==> src/rtl/xbus_if.sv <==
// xbus initiator/responder signal bundle used between xbus_dma, the arbiter and responders.
// master = initiator side (drives request and bus cycle), slave = arbiter/decoder side.
interface xbus_if #(
   parameter int XADDRW = 32,
   parameter int XDATAW = 32
);
   localparam int XBYTEC = XDATAW / 8;

   logic              req;
   logic              gnt;
   logic              as;
   logic              we;
   logic [XBYTEC-1:0] be;
   logic [XADDRW-1:0] addr;
   logic [XDATAW-1:0] wdata;
   logic [XDATAW-1:0] rdata;

   modport master (output req, as, we, be, addr, wdata, input gnt, rdata);
   modport slave  (input req, as, we, be, addr, wdata, output gnt, rdata);
endinterface

==> src/rtl/xbus_dma.sv <==
// Word-copy DMA initiator on xbus: request bus, then read-then-write each word, release, pulse done.
// Optional XBUS_DMA_FILL_EN adds a fill mode that writes a constant word without reading.
module xbus_dma #(
   parameter int CNTW   = 16,
   parameter int RD_LAT = 1,
   parameter int XADDRW = 32,
   parameter int XDATAW = 32
) (
   input  logic              clk,
   input  logic              rst,
   input  logic              start,
   input  logic [XADDRW-1:0] src_addr,
   input  logic [XADDRW-1:0] dst_addr,
   input  logic [CNTW-1:0]   word_cnt,
`ifdef XBUS_DMA_FILL_EN
   input  logic              fill,
   input  logic [XDATAW-1:0] fill_data,
`endif
   output logic              busy,
   output logic              done,
   xbus_if.master            xbus
);
   localparam int XBYTEC = XDATAW / 8;
   localparam int LATW   = (RD_LAT > 1) ? $clog2(RD_LAT) : 1;
   localparam logic [LATW-1:0]   LAT_LAST = LATW'(RD_LAT - 1);
   localparam logic [XADDRW-1:0] ALIGN    = ~XADDRW'(3);
   localparam logic [XADDRW-1:0] STEP     = XADDRW'(4);
   localparam logic [XBYTEC-1:0] BE_ALL   = '1;

   typedef enum logic [2:0] {S_IDLE, S_REQ, S_RA, S_RW, S_WR, S_DONE} state_t;

   state_t            r_state;
   logic [XADDRW-1:0] r_src, r_dst;
   logic [CNTW-1:0]   r_cnt;
   logic [LATW-1:0]   r_lat;
   logic              r_req, r_as, r_we, r_busy, r_done;
   logic [XBYTEC-1:0] r_be;
   logic [XADDRW-1:0] r_addr;
   logic [XDATAW-1:0] r_wdata;
   logic              w_fill;
   logic [XDATAW-1:0] w_fill_data;

`ifdef XBUS_DMA_FILL_EN
   logic              r_fill;
   logic [XDATAW-1:0] r_fill_data;

   always_ff @(posedge clk) begin
      if (r_state == S_IDLE && start) begin
         r_fill      <= fill;
         r_fill_data <= fill_data;
      end
   end

   assign w_fill      = r_fill;
   assign w_fill_data = r_fill_data;
`else
   assign w_fill      = 1'b0;
   assign w_fill_data = '0;
`endif

   // Outputs are registered: each branch loads the values the next state must present.
   always_ff @(posedge clk) begin
      if (rst) begin
         r_state <= S_IDLE;
         r_req   <= 1'b0;
         r_as    <= 1'b0;
         r_we    <= 1'b0;
         r_be    <= '0;
         r_addr  <= '0;
         r_wdata <= '0;
         r_busy  <= 1'b0;
         r_done  <= 1'b0;
      end else begin
         case (r_state)
            S_IDLE: begin
               if (start) begin
                  r_src <= src_addr & ALIGN;
                  r_dst <= dst_addr & ALIGN;
                  r_cnt <= word_cnt;
                  if (word_cnt != '0) begin
                     r_state <= S_REQ;
                     r_req   <= 1'b1;
                     r_busy  <= 1'b1;
                  end else begin
                     r_state <= S_DONE;
                     r_done  <= 1'b1;
                  end
               end
            end
            S_REQ: begin
               if (xbus.gnt) begin
                  r_as <= 1'b1;
                  r_be <= BE_ALL;
                  if (w_fill) begin
                     r_state <= S_WR;
                     r_we    <= 1'b1;
                     r_addr  <= r_dst;
                     r_wdata <= w_fill_data;
                  end else begin
                     r_state <= S_RA;
                     r_we    <= 1'b0;
                     r_addr  <= r_src;
                  end
               end
            end
            S_RA: begin
               r_state <= S_RW;
               r_lat   <= '0;
            end
            // Strobe and read address stay up so the decoder keeps the responder selected.
            S_RW: begin
               if (r_lat == LAT_LAST) begin
                  r_state <= S_WR;
                  r_we    <= 1'b1;
                  r_addr  <= r_dst;
                  r_wdata <= xbus.rdata;
               end else begin
                  r_lat <= r_lat + LATW'(1);
               end
            end
            S_WR: begin
               r_src <= r_src + STEP;
               r_dst <= r_dst + STEP;
               r_cnt <= r_cnt - CNTW'(1);
               if (r_cnt != CNTW'(1)) begin
                  if (w_fill) begin
                     r_addr <= r_dst + STEP;
                  end else begin
                     r_state <= S_RA;
                     r_we    <= 1'b0;
                     r_addr  <= r_src + STEP;
                     r_wdata <= '0;
                  end
               end else begin
                  r_state <= S_DONE;
                  r_req   <= 1'b0;
                  r_as    <= 1'b0;
                  r_we    <= 1'b0;
                  r_be    <= '0;
                  r_addr  <= '0;
                  r_wdata <= '0;
                  r_busy  <= 1'b0;
                  r_done  <= 1'b1;
               end
            end
            S_DONE: begin
               r_state <= S_IDLE;
               r_done  <= 1'b0;
            end
            default: r_state <= S_IDLE;
         endcase
      end
   end

   assign busy       = r_busy;
   assign done       = r_done;
   assign xbus.req   = r_req;
   assign xbus.as    = r_as;
   assign xbus.we    = r_we;
   assign xbus.be    = r_be;
   assign xbus.addr  = r_addr;
   assign xbus.wdata = r_wdata;
endmodule
==> src/flat_wrapper.sv <==
// flat-port wrapper written by rule: the top's interface ports become plain ports
module xbus_dma_flat 
#(
   parameter int CNTW   = 16,
   parameter int RD_LAT = 1,
   parameter int XADDRW = 32,
   parameter int XDATAW = 32
)
  (clk, rst, start, src_addr, dst_addr, word_cnt, busy, done, xbus_req, xbus_as, xbus_we, xbus_be, xbus_addr, xbus_wdata, xbus_gnt, xbus_rdata);
  xbus_if #(.XADDRW(XADDRW), .XDATAW(XDATAW)) xbus_i ();
  input  logic clk;
  input  logic rst;
  input  logic start;
  input  logic [XADDRW-1:0] src_addr;
  input  logic [XADDRW-1:0] dst_addr;
  input  logic [CNTW-1:0] word_cnt;
  output logic busy;
  output logic done;
  output wire logic [$bits(xbus_i.req)-1:0] xbus_req;
  output wire logic [$bits(xbus_i.as)-1:0] xbus_as;
  output wire logic [$bits(xbus_i.we)-1:0] xbus_we;
  output wire logic [$bits(xbus_i.be)-1:0] xbus_be;
  output wire logic [$bits(xbus_i.addr)-1:0] xbus_addr;
  output wire logic [$bits(xbus_i.wdata)-1:0] xbus_wdata;
  input wire logic [$bits(xbus_i.gnt)-1:0] xbus_gnt;
  input wire logic [$bits(xbus_i.rdata)-1:0] xbus_rdata;
  assign xbus_req = xbus_i.req;
  assign xbus_as = xbus_i.as;
  assign xbus_we = xbus_i.we;
  assign xbus_be = xbus_i.be;
  assign xbus_addr = xbus_i.addr;
  assign xbus_wdata = xbus_i.wdata;
  assign xbus_i.gnt = xbus_gnt;
  assign xbus_i.rdata = xbus_rdata;
  xbus_dma #(.CNTW(CNTW), .RD_LAT(RD_LAT), .XADDRW(XADDRW), .XDATAW(XDATAW)) u_core (.clk(clk), .rst(rst), .start(start), .src_addr(src_addr), .dst_addr(dst_addr), .word_cnt(word_cnt), .busy(busy), .done(done), .xbus(xbus_i));
endmodule
==> config.mk <==
export PLATFORM = sky130hd
export DESIGN_NAME = xbus_dma_flat
export DESIGN_NICKNAME = d
export VERILOG_FILES = /design/src/rtl/xbus_if.sv /design/src/rtl/xbus_dma.sv /design/src/flat_wrapper.sv
export SDC_FILE = /design/constraint.sdc
export NUM_CORES = 1
export LEC_CHECK = 0
export ABC_AREA = 1
export BUFFER_PORTS_ARGS = -buffer_cell sky130_fd_sc_hd__buf_2
export CAP_MARGIN = 30
export CORE_MARGIN = 5
export CORE_UTILIZATION = 40
export DETAILED_ROUTE_END_ITERATION = 12
export HOLD_SLACK_MARGIN = 0.12
export SLEW_MARGIN = 20
export SYNTH_ARGS = -nofsm -noshare
export SYNTH_HDL_FRONTEND = slang
export SYNTH_SLANG_ARGS = --single-unit
==> constraint.sdc <==
create_clock -name clk -period 5.2 [get_ports clk]
set_input_delay 1.04 -clock clk [delete_from_list [all_inputs] [get_ports clk]]
set_output_delay 1.04 -clock clk [all_outputs]
set_load 0.005 [all_outputs]
==> impl_metrics.py <==
metrics = {
    "hold_path": {
        "holdPathEnd": "u_core.done",
        "min_path_type": "reg -> reg",
        "worstHoldPathCells": 2,
        "min_from": "u_core.done",
    },
    "worst_setup_path": {
        "start_kind": "flop",
        "worstSetupEndpointType": "flop",
        "critPathArrivalTime_ns": 3.07,
        "cp_max_fo": 60,
        "required_ns": 5.56,
        "r2r-end": "u_core.xbus.addr[23]",
        "worstRegToRegCells": 8,
        "r2r-start": "u_core.r_state[1]",
        "r2r_slack_ns": 2.49,
        "path_class": "reg -> reg",
    },
    "floorplan": {
        "io_pins": 189,
        "rows": 52,
        "die_h_um": 153,
        "die_x_um": 153,
        "die_area_um2": 23500,
        "initial_utilization_pct": 40.7,
        "coreArea_um2": 20200,
    },
    "pwr": {
        "cellInternalPower_mw": 2.20,
        "power_per_cell_area_nw_per_um2": 325,
        "p_leak_nw": 4.44,
        "clock_power_share_pct": 38.6,
        "power_frac_comb_pct": 16.7,
        "p_switching_mw": 1.03,
        "ir_worst_vdd_uv": 216,
        "switching_share_pct": 31.9,
        "seq_power_share_pct": 44.7,
    },
    "clock_tree": {
        "path_clk_slew_ns": 0.07,
        "ctsResizeCount": 0,
        "cts.sinks": 145,
        "cts_buffers": 17,
        "cts_tree": "done",
        "clk-insertion-delay-late_ns": 0.44,
        "hold_buffers": 0,
        "post_cts.repair.setup_buffers": 0,
        "clock_path_buffers": 2,
        "cts_root_buffer": "clkbuf_16",
        "cts-htree-levels": 4,
    },
    "timing": {
        "skew_ns": 0.0127,
        "rsz0062_at_grt": "false",
        "hold_ws_ns": 0.459,
        "timing.final.crit_share_pct": 52.1,
        "worst_pin_slew_ns": 0.838,
        "period_needed_ns": 2.71,
        "tns_ns": 0,
        "drv_slew": 0,
        "fmax_ghz": 0.369,
        "setup_violations": 0,
        "finalHoldViolCount": 0,
        "slew_headroom_pct": 44.2,
    },
    "job": {
        "max-cap-violations": 0,
    },
    "grt": {
        "overflow": 0,
        "gr-usage-all-layers_pct": 21.1,
        "grt_pass1_wl_um": 40300,
        "antenna_found_initial": 1,
        "grt_max_degree": 86,
        "grt_pass1_vias": 7765,
    },
    "detailed_routing": {
        "totalWireLength_um": 25600,
        "dr.pass1.iters": 5,
        "avgRoutedWirePerCell_um": 16.0,
        "dr.first_iter.drc_count": 673,
        "ant_nets": 0,
        "drc": 0,
        "via_per_inst": 5.08,
        "vias": 8127,
    },
    "logic_synthesis": {
        "synth_seq_cells": 145,
        "synth_top_area_cell": "edfxtp_1",
        "yosys.area.top_type_share_pct": 27.7,
        "netlist_instances": 1166,
        "yosysSeqAreaShare_pct": 44.5,
        "synth-xor-area-share_pct": 2.56,
        "synth_ff_type": "edfxtp_1",
        "yosysWarnings": 0,
        "synth_top_family_by_area": "simple AND/OR/NAND/NOR gates",
        "synth.area.mux_share_pct": 0,
        "synth_edf_count": 76,
        "ys_top_cells_by_area": "edfxtp_1 28%, dfxtp_1 17%, nand2_1 15%",
        "synth_compound_area_share_pct": 12.2,
        "synth_area_um2": 8230,
        "async_flop_share_pct": 0,
        "synthSimpleGateAreaFrac_pct": 32.3,
        "yosys.area_share.adder_pct": 0.608,
        "avgSynthCellArea_um2": 7.06,
        "synth_cell_type_count": 32,
    },
    "layout": {
        "finalCoreUtilization_pct": 48.9,
        "nets": 1437,
        "mostFrequentLayoutCells": "334 x nand2_1, 182 x buf_2, 167 x nor2_1, 126 x nand3_1, 92 x inv_1",
        "final_common_cell": "nand2_1",
        "area_delta_synth_final_pct": 20.4,
        "drive_above_1_share_pct": 17.7,
        "antennaDiodeCount": 0,
        "fillers": 2113,
    },
    "placed_design": {
        "port_buffers": 182,
        "gp_congestion": 0.874,
        "hpwl_um": 18100,
    },
    "run_status": {
        "outcome": "complete, no violations",
    },
}
## worst max-delay path: stages (launching register included)
cell     delay [ns]
dfxtp_1        0.38
nor2_2         0.20
nand2_4        0.36
inv_2          0.15
buf_4          0.49
nand2_1        0.28
inv_2          0.46
nand3_1        0.15
a21oi_1        0.14
## flip-flops by register name (all words and copies together) (netlist names)
signal / count
u_core.done: 1
u_core.xbus.addr: 30
u_core.xbus.wdata: 32
u_core.r_dst: 30
u_core.r_cnt: 16
u_core.xbus.we: 1
u_core.busy: 1
u_core.xbus.be: 1
u_core.r_state: 3
u_core.r_src: 30
## how the worst max path moves through the flow
stage | slack, ns | startpoint | to
after floorplan | 0.06 | rst | u_core.r_cnt[0]
after global placement | 2.33 | rst | u_core.xbus.be[2]
after detailed placement | 2.40 | rst | u_core.r_src[24]
after CTS | 2.48 | u_core.r_state[1] | u_core.xbus.addr[23]
after global routing | 2.20 | u_core.r_state[1] | u_core.xbus.addr[23]
final | 2.49 | u_core.r_state[1] | u_core.xbus.addr[23]
## cell families after synthesis
kind of cell	after synthesis
adder cells (fa/ha/maj)	4
AND/OR/NAND/NOR	651
AO/OA/AOI/OAI	186
buffers and inverters	155
XOR/XNOR	24
other	1
flip-flops	145
## cell type report
cell class,instances,area (µm²),share of cell area [%]
Sequential cell,145,3660,37.0
Timing Repair Buffer,190,991,10.0
Multi-Input combinational cell,867,3940,39.8
Clock buffer,17,425,4.30
Clock inverter,15,188,1.89
Tap cell,270,338,3.41
Inverter,96,360,3.64
## through the flow
stage               power [mW]  instance area (µm²)  instances  setup slack, ns
detailed placement        2.00                 9290       1568             2.40
floorplan                 1.78                 8230       1167           0.0561
global route              3.38                 9900       1600             2.20
global placement          2.00                 9280       1567             2.33
finish                    3.22                 9900       1600             2.49
CTS                       3.26                 9900       1600             2.48
## power groups by stage
stage / Sequential [mW] / Combinational [mW] / Clock, mW
after global routing: 1.45 / 0.609 / 1.32
final: 1.44 / 0.537 / 1.25
after CTS: 1.44 / 0.543 / 1.27
after detailed placement: 1.46 / 0.541 / 0
after floorplan: 1.45 / 0.333 / 0
after global placement: 1.46 / 0.535 / 0
## routing by layer
metal | part of all wire [%] | GRT usage (%)
met2 | 46 | 33.4
met4 | 1.6 | 4.79
met1 | 44 | 28.6
met3 | 8.0 | 6.22
met5 | 0.051 | 0
## cell usage after synthesis (10+ instances only)
| cell type | instances |
|---|---|
| nand2_1 | 334 |
| nor2_1 | 168 |
| nand3_1 | 127 |
| inv_1 | 92 |
| edfxtp_1 | 76 |
| dfxtp_1 | 69 |
| a21oi_1 | 66 |
| o21ai_0 | 38 |
| o21ai_1 | 32 |
| a31oi_1 | 26 |
| clkbuf_1 | 23 |
| xor2_1 | 23 |
| buf_2 | 21 |
| o22ai_1 | 20 |
| buf_4 | 10 |
Note: power is estimated with default switching activity, not from simulation.
